[src/rtl/apb_irq_ctrl.sv]
// rtl/apb_irq_ctrl.sv - APB-mapped prioritised interrupt controller
module apb_irq_ctrl #(
  parameter int NrIrqs    = 16,
  parameter int PrioWidth = 3,
  parameter int IdWidth   = (NrIrqs > 1) ? $clog2(NrIrqs) : 1
) (
  input  logic                 clk_i,
  input  logic                 rst_ni,
  input  logic                 psel_i,
  input  logic                 penable_i,
  input  logic                 pwrite_i,
  input  logic [31:0]          paddr_i,
  input  logic [31:0]          pwdata_i,
  output logic [31:0]          prdata_o,
  output logic                 pready_o,
  output logic                 pslverr_o,
  input  logic [NrIrqs-1:0]    irq_i,
  output logic                 irq_valid_o,
  output logic [IdWidth-1:0]   irq_id_o,
  output logic [PrioWidth-1:0] irq_prio_o,
  input  logic                 irq_ack_i,
  input  logic [IdWidth-1:0]   irq_ack_id_i
);

  localparam logic [9:0] ThreshWord = 10'd64;

  // Per-line state and registered arbitration result
  logic [NrIrqs-1:0]                ip_q, ip_d;
  logic [NrIrqs-1:0]                ie_q, ie_d;
  logic [NrIrqs-1:0]                trig_q, trig_d;
  logic [NrIrqs-1:0][PrioWidth-1:0] prio_q, prio_d;
  logic [PrioWidth-1:0]             thresh_q, thresh_d;
  logic [NrIrqs-1:0]                irq_prev_q, irq_prev_d;
  logic                             irq_valid_q, irq_valid_d;
  logic [IdWidth-1:0]               irq_id_q, irq_id_d;
  logic [PrioWidth-1:0]             irq_prio_q, irq_prio_d;

  logic       access;
  logic [9:0] word;
  logic       unused_bits;

  assign access   = psel_i & penable_i;
  assign word     = paddr_i[11:2];
  assign pready_o = 1'b1;

  assign unused_bits = ^{paddr_i[31:12], paddr_i[1:0], pwdata_i[31:8+PrioWidth], pwdata_i[7:3]};

  // Read mux and error flag, combinational from the address and current state
  always_comb begin
    prdata_o  = '0;
    pslverr_o = 1'b0;
    if (access) begin
      pslverr_o = 1'b1;
      if (word == ThreshWord) begin
        pslverr_o = 1'b0;
        prdata_o[PrioWidth-1:0] = thresh_q;
      end
      for (int i = 0; i < NrIrqs; i++) begin
        if (word == 10'(i)) begin
          pslverr_o             = 1'b0;
          prdata_o[0]           = ip_q[i];
          prdata_o[1]           = ie_q[i];
          prdata_o[2]           = trig_q[i];
          prdata_o[8 +: PrioWidth] = prio_q[i];
        end
      end
    end
  end

  // Next-state: software write, then ack clear, then set event (set always wins)
  always_comb begin
    logic set_ev;
    logic wr;
    ip_d       = ip_q;
    ie_d       = ie_q;
    trig_d     = trig_q;
    prio_d     = prio_q;
    thresh_d   = thresh_q;
    irq_prev_d = irq_i;
    set_ev     = 1'b0;
    wr         = 1'b0;
    if (access && pwrite_i && word == ThreshWord) begin
      thresh_d = pwdata_i[PrioWidth-1:0];
    end
    for (int i = 0; i < NrIrqs; i++) begin
      wr     = access & pwrite_i & (word == 10'(i));
      set_ev = trig_q[i] ? (irq_i[i] & ~irq_prev_q[i]) : irq_i[i];
      if (wr) begin
        ip_d[i]   = pwdata_i[0];
        ie_d[i]   = pwdata_i[1];
        trig_d[i] = pwdata_i[2];
        prio_d[i] = pwdata_i[8 +: PrioWidth];
      end else if (irq_ack_i && irq_ack_id_i == IdWidth'(i)) begin
        ip_d[i] = 1'b0;
      end
      ip_d[i] = ip_d[i] | set_ev;
    end
  end

  // Arbitration on next-state values: highest priority, lowest index on ties
  always_comb begin
    irq_valid_d = 1'b0;
    irq_id_d    = '0;
    irq_prio_d  = '0;
    for (int i = 0; i < NrIrqs; i++) begin
      if (ip_d[i] && ie_d[i] && (prio_d[i] > thresh_d) &&
          (!irq_valid_d || prio_d[i] > irq_prio_d)) begin
        irq_valid_d = 1'b1;
        irq_id_d    = IdWidth'(i);
        irq_prio_d  = prio_d[i];
      end
    end
  end

  // State registers with synchronous active-low reset
  always_ff @(posedge clk_i) begin
    if (!rst_ni) begin
      ip_q        <= '0;
      ie_q        <= '0;
      trig_q      <= '0;
      prio_q      <= '0;
      thresh_q    <= '0;
      irq_prev_q  <= '0;
      irq_valid_q <= 1'b0;
      irq_id_q    <= '0;
      irq_prio_q  <= '0;
    end else begin
      ip_q        <= ip_d;
      ie_q        <= ie_d;
      trig_q      <= trig_d;
      prio_q      <= prio_d;
      thresh_q    <= thresh_d;
      irq_prev_q  <= irq_prev_d;
      irq_valid_q <= irq_valid_d;
      irq_id_q    <= irq_id_d;
      irq_prio_q  <= irq_prio_d;
    end
  end

  assign irq_valid_o = irq_valid_q;
  assign irq_id_o    = irq_id_q;
  assign irq_prio_o  = irq_prio_q;

endmodule

[config.mk]
export PLATFORM = sky130hd
export DESIGN_NAME = apb_irq_ctrl
export DESIGN_NICKNAME = d
export VERILOG_FILES = /design/src/rtl/apb_irq_ctrl.sv
export SDC_FILE = /design/constraint.sdc
export NUM_CORES = 1
export LEC_CHECK = 0
export ABC_AREA = 1
export CORE_ASPECT_RATIO = 1.2
export CORE_MARGIN = 5
export CORE_UTILIZATION = 28
export CTS_CLUSTER_DIAMETER = 40
export CTS_CLUSTER_SIZE = 10
export DETAILED_ROUTE_END_ITERATION = 10
export SKIP_CTS_REPAIR_TIMING = 1
export SYNTH_ARGS = -nofsm -noshare
export SYNTH_HDL_FRONTEND = slang
export SYNTH_SLANG_ARGS = --single-unit
[constraint.sdc]
create_clock -name clk_i -period 33.3 [get_ports clk_i]
set_input_delay 6.66 -clock clk_i [delete_from_list [all_inputs] [get_ports clk_i]]
set_output_delay 6.66 -clock clk_i [all_outputs]
set_load 0.005 [all_outputs]
* After elaboration in Yosys (flattened, before gate mapping)
Index checks and enable logic that the tools add are counted.
W data, S select, Z words.
** Operators by class
- Order comparisons :: 31
- Eq/ne operators :: 31
- Mux-type cells :: 181
- Bitwise gates (word level) :: 66
- Reduce and logical (&&, ||, !) cells :: 97
** Operator list (count)
- $mux W3 :: 68
- $mux W1 :: 99
- $gt A3 B3 Y1 :: 31
- $eq A10 B4 Y1 const B :: 8
- $logic_and A1 B1 Y1 :: 65
- $mux W4 :: 14
- $eq A10 B3 Y1 const B :: 4
- $and A1 B1 Y1 :: 34
- $eq A4 B4 Y1 const B :: 8
- $eq A10 B2 Y1 const B :: 2
- $eq A4 B3 Y1 const B :: 4
- $not A1 Y1 :: 16
- $or A1 B1 Y1 :: 16
- $logic_not A1 Y1 :: 15
- $logic_or A1 B1 Y1 :: 15
- $eq A10 B1 Y1 const B :: 1
- $eq A10 B7 Y1 const B :: 1
- $logic_not A10 Y1 :: 1
- $eq A4 B2 Y1 const B :: 2
- $eq A4 B1 Y1 const B :: 1
- $logic_not A4 Y1 :: 1
** Word-level totals
- Register bits :: 123
- Input bits :: 90
- Output and inout port bits :: 42
- Logic and storage cells :: 445

* Depth between registers and ports, before layout
Gate-level depths: netlist (run 1).
- Depth in word-level cells :: 68
- Depth in mapped cells :: 149
- Gate-level depth less buffers :: 149

* Least setup slack after synthesis (run 1)
No wires, ideal clock.
- Path type :: input -> register
- Start :: input port psel_i
- End :: register irq_id_q[2], in the netlist irq_id_o[2]
- Setup time :: 0.113 ns
- Arrival :: 23.790 ns
- Required time :: 33.187 ns
- Path slack :: 9.397 ns
- Stages on the path :: 145
- Buffers on the path :: 1
- Cell sequence :: nand2_2 > nor2_4 > buf_4 > nand3_2 > o21ai_0 > ha_1 > nand3_1 > nor2_1 > nor2_1 > nand2_1 > nor2_1 > inv_1 > ha_1 > a21oi_1 > o21ai_0 > nand2_1 > nand3_1 > nand2_1 > [... 109 more ...] > ha_1 > nand2_1 > o21ai_0 > nand2_1 > nand2_1 > nand2_1 > inv_1 > nand2_1 > and2_1 > ha_1 > a21oi_1 > o21ai_0 > nand2_1 > nand2_4 > nand2_4 > nand4_1 > o21ai_1 > inv_1
** Between the ends
- Elaborated cells between the ends (all ways) :: 236
- Those cells by class :: order compare (31); mux (92); bitwise (34); reduce/logical (79)
** RTL lines
- from (decl) :: RTL line 9 : input logic psel_i,
- $and A1 B1 Y1 (*) :: RTL line 42 : assign access = psel_i & penable_i;
- $logic_and A1 B1 Y1 (*) (2 in a row) :: RTL line 82 : if (access && pwrite_i && word == ThreshWord) begin
- $mux W3 (*) :: RTL line 82
- net thresh_d[0] :: RTL line 32 : logic [PrioWidth-1:0] thresh_q, thresh_d;
- $gt A3 B3 Y1 :: RTL line 106 : if (ip_d[i] && ie_d[i] && (prio_d[i] > thresh_d) &&
- $logic_and A1 B1 Y1 :: RTL line 106
- $mux W3 or $mux W1 (tied branches) :: RTL line 106
- $gt A3 B3 Y1 or $logic_not A1 Y1 (tied branches) :: RTL line 107 : (!irq_valid_d || prio_d[i] > irq_prio_d)) begin
- [... 51 more ...]
- $gt A3 B3 Y1 or $logic_not A1 Y1 (tied branches) :: RTL line 107
- $logic_or A1 B1 Y1 :: RTL line 107
- $logic_and A1 B1 Y1 :: RTL line 106
- $mux W3 or $mux W1 (tied branches) :: RTL line 106
- $gt A3 B3 Y1 or $logic_not A1 Y1 (tied branches) :: RTL line 107
- $logic_or A1 B1 Y1 :: RTL line 107
- $logic_and A1 B1 Y1 :: RTL line 106
- $mux W4 (*) :: RTL line 106
- to (signal assigned) :: RTL line 135 : irq_id_q <= irq_id_d;
- to (decl) :: RTL line 35 : logic [IdWidth-1:0] irq_id_q, irq_id_d;
The timed path passes the listed nets; every way through them passes the cells marked *.
A chain may end at the register's enable or synchronous reset.

* Worst setup path in the final report (run 1)
- Start :: input port pwdata_i[1]
- End :: register irq_id_q[3], in the netlist irq_id_o[3]
** Between the ends
- Word-level cells in the longest chain between the ends :: 64
- Elaborated cells between the ends (all ways) :: 168
- Those cells by class :: order compare (31); mux (60); reduce/logical (77)
** Ends and longest elaborated chain
- from (decl) :: RTL line 13 : input logic [31:0] pwdata_i,
- $mux W3 or $mux W1 (tied branches) :: RTL line 82, 88
- $gt A3 B3 Y1 or $logic_and A1 B1 Y1 (tied branches) :: RTL line 106
- $logic_and A1 B1 Y1 :: RTL line 106
- $mux W3 or $mux W1 (tied branches) :: RTL line 106
- $gt A3 B3 Y1 or $logic_not A1 Y1 (tied branches) :: RTL line 107
- $logic_or A1 B1 Y1 :: RTL line 107
- $logic_and A1 B1 Y1 :: RTL line 106
- $mux W3 or $mux W1 (tied branches) :: RTL line 106
- [... 48 more ...]
- $gt A3 B3 Y1 or $logic_not A1 Y1 (tied branches) :: RTL line 107
- $logic_or A1 B1 Y1 :: RTL line 107
- $logic_and A1 B1 Y1 :: RTL line 106
- $mux W3 or $mux W1 (tied branches) :: RTL line 106
- $gt A3 B3 Y1 or $logic_not A1 Y1 (tied branches) :: RTL line 107
- $logic_or A1 B1 Y1 :: RTL line 107
- $logic_and A1 B1 Y1 :: RTL line 106
- $mux W4 (*) :: RTL line 106
Mark *: on every way between the ends. The rest lies on a longest branch, timed or not.

==> impl_results.md, run 1 <==
- Status: finished, final reports clean
- Die Y: roughly 210 microns
- P&R area growth vs syn: 15.89%
- Reg2reg start: thresh_q[1]
- Register area: around 2500 sq um
- WS Path Type: in -> reg
- Initial antenna violation count: 0
- Worst-Skew Late Latency: roughly 0.42 ns
- Setup TNS: 0 ns
- Worst EP arrival: about 27 ns
- Clk sinks: 123
- TritonCTS clock tree: built
- Slowest CP cell: clkdlybuf4s50_1
- # fillers: 3,595
- First-pass GRT wire length: about 49,000 microns
- Post-Syn Area: 9455 sq um
- Hold_sp: trig_q[4]
- Slew at the pin closest to its max-slew limit: approximately 0.85 ns
- Final worst-path cycle share: 0.8035
- Mux contribution to synthesized area: 0.001059
- DRC viols: 0
- CP required: ~34 ns
- Reg2reg path depth: 143
- Number of setup violations in the final report: 0
- Max Cap Violations: 0
- Lkg Pwr: 0.005296 uW
- R2R setup slack: 14.10 ns
- Grt ovf: 0
- Vias: 9,581
- Hold crit path type: reg -> reg
- Worst Clk Skew: approximately 0.0060 ns
- Clk slew on worst S/H paths: 0.06 ns
- Mean Syn Cell Area: 6.428 sq um
- Post-synth cell types: 53
- Critical path fanouts, max: 23
- Max Fclk: 37.38 MHz
- Starting Density: 0.2844
- Gr usage total: 0.1647
- N_diodes: 0
- Chip Width: approximately 180 microns
- IO Pins: between 100 and 150
- ANT nets after route: 0
- Multi-input gate area: around 5800 sq um
- Kind of end point of the critical path: flip-flop
- Final min period: between 20 and 30 ns
- Worst hold stages: 2
- Synth Instances: about 1,500
- Compound-Gate Fraction of Synth Area: 0.1692
- Hold Path End: trig_q[4]
- Max Transition Viols Final: 0
- Post-Synth XOR/XNOR Area: 0
- Post-synth top flop: dfxtp_1
- Pre-Repair DR Iteration Count: 7
- Die ar.: 37,560 sq um
- Vias in the first global route: between 9,000 and 10,000
- #FFs+latches synth: 123
- Port Buf Inserts: 56
- Nets: about 1,700
- Root Driver: clkbuf_16
- TritonCTS buffer count: 17
- Via/cell ratio: about 4.8
- Largest net degree at the start of global routing: 72
- Max VDD drop: 0.02007 mV
- Synth Area in Simple Gates: 0.3298
- Adder-cell share of the synthesized area: 0.1019
- Post-DP HPWL: roughly 24,000 microns
- Seq/Total Area, Yosys: 0.2604
- CP most frequent cell: nand2_1
- Endpoints failing hold: 0
- Maximum root-to-sink buffer count: 2
- Core ar.: 33,250 sq um
- Starting DRC count in detailed routing: 743
- Routed wire length: just over 30,000 microns
- Relative slew margins: 0.4271
- Post-synth EDFFs: 0
- RePlAce Congestion: about 0.88
- Worst r2r dst: irq_id_o[3]
- Fraction of layout cells with a size suffix above 1: 0.08350
- Critical Path Source Type: primary input
- Largest stage delay, worst path: ~0.96 ns
- Row count: 73
- WHS: between 0.5 and 0.6 ns
- Unrepaired setup endpoints after global routing: no
- Routed len/inst: 15.63 microns
- Yosys warns: 0
- Largest family of logic cells by synthesized area: simple AND/OR/NAND/NOR gates
- FFs w/ async S/R, synth: 0
- P per Cell Area: around 33 nW/um^2
- H-tree Lvls: 4
where the power goes:
group / total, uW / internal, uW / switching, uW
registers: 151 / 150 / 0.881
clock network: 190 / 123 / 66.8
logic: 25.5 / 8.13 / 17.3
total: 366 / 281 / 85.0
how the worst max path moves through the flow:
stage | startpoint | to | slack (ns) | cells past startpoint
3_3_place_gp | pwdata_i[1] | irq_id_o[2] | 6.78 | 143
5_1_grt | pwdata_i[1] | irq_id_o[3] | 4.44 | 143
3_5_place_dp | pwdata_i[1] | irq_id_o[3] | 6.51 | 143
4_1_cts | pwdata_i[1] | irq_id_o[3] | 6.90 | 143
2_1_floorplan | psel_i | irq_id_o[2] | 9.40 | 145
6_report | pwdata_i[1] | irq_id_o[3] | 6.54 | 143
metal layers:
layer  track usage  wire [microns]  part of all wire
met1        0.1992           12870              0.42
met2        0.2961           15400              0.50
met3       0.02143            1731             0.056
met4       0.06190             987             0.032
met5             0               0                 0
logic make-up (layout without fill, tap and decap cells):
kind of cell / after synthesis / count (layout)
simple gates: 692 / 692
buf+inv: 305 / 342
other cells: 2 / 27
compound gates: 271 / 271
mux: 1 / 1
fa+ha+maj: 77 / 77
flops: 123 / 123
Yosys cell counts, types with 20 or more instances:
cell / instances / area (sq um)
nor2_1: 167 / 626.9
and2_1: 20 / 125.1
nand4_1: 21 / 131.4
o21ai_0: 109 / 545.5
nand3_1: 79 / 395.4
inv_1: 222 / 833.3
nand2_1: 330 / 1239
ha_1: 77 / 963.4
o211ai_1: 23 / 172.7
buf_4: 29 / 217.7
a21oi_1: 67 / 335.3
dfxtp_1: 123 / 2462
placed cells by master, fill, tap and decap left out, drive strengths merged, types with 3 or more instances in the layout:
master,n
o311ai,9
a21oi,68
clkbuf,24
nand3b,4
a221oi,5
dfxtp,123
and2,20
nor3,7
buf,7
conb,27
nand4,21
a211oi,4
nor2,192
or2,14
o221ai,7
ha,77
o21ai,127
clkinv,11
a31oi,6
nand3,84
o22ai,10
o211ai,23
o2111ai,6
clkdlybuf4s50,55
bufinv,3
inv,242
nand2,348
through the flow:
stage	instances	instance area (sq um)	util	setup WS, ns	total power (uW)
after floorplan	1496	9549	-	9.397	168.2
after global placement	1951	10360	0.3116	6.777	178.7
after detailed placement	1951	10360	0.3116	6.509	178.9
after CTS	1983	10960	0.3296	6.904	367.4
after global routing	1983	10960	0.3296	4.437	376.6
final	1983	10960	0.3296	6.545	365.9
flip-flops by register name (all words and copies together) (netlist names):
name         count
ie_q            16
thresh_q         3
trig_q          16
irq_prev_q      16
ip_q            16
prio_q          48
irq_id_o         4
irq_valid_o      1
irq_prio_o       3
worst max-delay path: cells and delay by family:
kind / cells / cell delay (ns)
fa+ha+maj: 15 / 4.56
simple gates: 81 / 8.63
buf+inv: 17 / 3.54
compound gates: 30 / 3.66
area by class of cell:
| cell class | count | area share |
|---|---|---|
| multi-input cells | 1068 | 0.5293 |
| flip-flops and latches | 123 | 0.2247 |
| inverters | 248 | 0.08529 |
| repair buffers | 62 | 0.05481 |
| well taps | 450 | 0.05138 |
| clock buffers | 24 | 0.04396 |
| clock inverters | 8 | 0.01050 |
(Power assumes the default switching activity.)
==> run 2, diff against run 1 <==
==> constraint.sdc (replaced) <==
create_clock -name clk_i -period 23.3 [get_ports clk_i]
set_input_delay 4.66 -clock clk_i [delete_from_list [all_inputs] [get_ports clk_i]]
set_output_delay 4.66 -clock clk_i [all_outputs]
set_load 0.005 [all_outputs]
==> impl_results.md, run 2 (synthesis results as in run 1) <==
- Multi-input gate area: 6146 sq um (+6.0%)
- Met2 Track Usage GR: 0.3018 (+0.005664)
- Max Transition Viols Final: 0 (unchanged)
- Relative slew margins: 0.4218 (-0.005324)
- Via/cell ratio: 4.860 (+0.59%)
- Port Buf Inserts: 56 (unchanged)
- Most used routing layer: met2
- Routed len/inst: 15.62 microns (about the same)
- Chip Width: 177.8 microns (unchanged)
- Clk slew on worst S/H paths: 0.06 ns (about the same)
- RePlAce Congestion: 0.8926 (+1.1%)
- Fraction of layout cells with a size suffix above 1: 0.1749 (+0.09136)
- WS Path Type: in -> reg
- Core ar.: 33,250 sq um (unchanged)
- P per Cell Area: 43.93 nW/um^2 (+32%)
- Final min period: 21.74 ns
- Worst Clk Skew: 0.01332 ns (+0.007307 ns)
- Initial antenna violation count: 0 (unchanged)
- Vias in the first global route: 9,548 (+3.8%)
- Register area: 2462 sq um (unchanged)
- Slowest CP cell: clkdlybuf4s50_1
- Commonest non-fill, non-tap cell in the layout: nand2_1
- Max VDD drop: 0.04118 mV (+110%)
- Hold crit path type: reg -> reg
- Kind of end point of the critical path: flip-flop
- Grt met1 use: 0.1996 (+0.0004160)
- Grt ovf: 0 (unchanged)
- Max reg flops: 48 (unchanged)
- H-tree Lvls: 4 (unchanged)
- Post-DP HPWL: 24,460 microns (+3.2%)
- DRC viols: 0 (unchanged)
- Vias: 9,997 (+4.3%)
- Routed wire length: 32,120 microns (+3.7%)
- Pre-Repair DR Iteration Count: 6 (-1)
- IO Pins: 132 (unchanged)
- Endpoints failing hold: 0 (unchanged)
- Die Y: 211.3 microns (unchanged)
- Total chip power: 522.2 uW (+43%)
- Starting Density: 0.2844 (unchanged)
- Gr usage total: 0.1680 (+0.003309)
- Worst-Skew Late Latency: 0.43 ns (about the same)
- Worst EP arrival: 22.07 ns (-5.00 ns)
- Final std cells w/o fill: 2,057 (+3.7%)
- P&R area growth vs syn: 25.73%
- Fin util: 0.3576 (+0.02796)
- Max Cap Violations: 0 (unchanged)
- Lkg Pwr: 0.005773 uW (+9.0%)
- ANT nets after route: 0 (unchanged)
- Nets: 1,762 (+4.4%)
- Starting DRC count in detailed routing: 710 (-4.4%)
- CP required: 23.62 ns (-10.00 ns)
- TritonCTS buffer count: 17 (unchanged)
- Most frequent cells in the layout: nand2_1, inv_1, nor2_1, dfxtp_1, o21ai_0
- Max Fclk: about 46 MHz
- Die ar.: 37,560 sq um (unchanged)
- Critical path fanouts, max: 7 (-70%)
- Grt met3 use: 0.02197 (+0.0005358)
- Most flop-heavy register: prio_q
- Number of setup violations in the final report: 0 (unchanged)
- N_diodes: 0 (unchanged)
- # fillers: 3,550 (-1.3%)
- First-pass GRT wire length: 49,540 microns (+1.5%)
- Largest net degree at the start of global routing: 72 (unchanged)
- Clk sinks: 123 (unchanged)
- Status: finished, final reports clean
- Area after DPL: 10,800 sq um (+4.3%)
- Final WS setup: 1.556 ns (-4.989 ns)
- Maximum root-to-sink buffer count: 2 (unchanged)
- Final worst-path cycle share: 0.9332
- Critical Path Source Type: primary input
- Root Driver: clkbuf_16
- Dpl cells: 2,010 (+3.0%)
- Largest stage delay, worst path: 0.47 ns (-0.49 ns)
- TritonCTS clock tree: built
- Slew at the pin closest to its max-slew limit: 0.8674 ns (+0.01993 ns)
- CP most frequent cell: nand2_1
- Row count: 73 (unchanged)
- Design area: 11,890 sq um (+8.5%)
- Setup WS pre-CTS: -0.2929 ns (-6.802 ns)
run 2: cell types whose count changed in the layout (fill, tap and decap cells not counted), moves of 10 or more:
| cell | before | now |
|---|---|---|
| inv_2 | 19 | 29 |
| nand2_2 | 14 | 29 |
| inv_1 | 222 | 210 |
| nand3_1 | 79 | 62 |
| o21ai_0 | 108 | 98 |
| nand2_1 | 330 | 312 |
| buf_4 | 6 | 80 |
| nand3_2 | 2 | 18 |
run 2: layout make-up:
| type | instances | area share |
|---|---|---|
| clock inverter | 12 | 0.01252 |
| clock buffer | 19 | 0.03726 |
| timing repair buffer | 137 | 0.09967 |
| inverter | 248 | 0.07904 |
| sequential | 123 | 0.2071 |
| tap | 450 | 0.04736 |
| multi-input combinational | 1068 | 0.5170 |
run 2: final timing paths:
| path | start | to | slack [ns] | cells past startpoint |
|---|---|---|---|---|
| max | penable_i | irq_prio_o[2] | 1.56 | 144 |
| min | trig_q[4] | trig_q[4] | 0.50 | 2 |
| max reg2reg | prio_q[0] | irq_prio_o[2] | 6.42 | 140 |
| min reg2reg | trig_q[4] | trig_q[4] | 0.50 | 2 |
run 2: metal layers:
layer	vias to the layer above	wire length [microns]
li1	4984	-
met2	341	15920
met3	78	1917
met1	4594	13000
met5	-	0
met4	0	1288
run 2: worst max-delay path, delay by kind of cell:
| family | cells | cell delay [ns] |
|---|---|---|
| fa+ha+maj | 16 | 4.45 |
| compound gates | 24 | 2.60 |
| simple gates | 87 | 8.33 |
| buf+inv | 17 | 2.01 |
run 2: metrics by stage:
| stage | hold slack (ns) | TNS [ns] |
|---|---|---|
| after floorplan | 0.4444 | 0 |
| after global placement | 0.4822 | 0 |
| after detailed placement | 0.4837 | -1.591 |
| after CTS | 0.4934 | 0 |
| after global routing | 0.5273 | -0.3181 |
| final | 0.5038 | 0 |
run 2: report_power, final:
part | switching (uW) | leakage (uW) | total, uW | internal, uW
Clock | 98.8 | 0.000281 | 268 | 169
Sequential | 1.31 | 0.00100 | 215 | 214
Combinational | 25.6 | 0.00449 | 38.8 | 13.2
Total | 126 | 0.00577 | 522 | 397
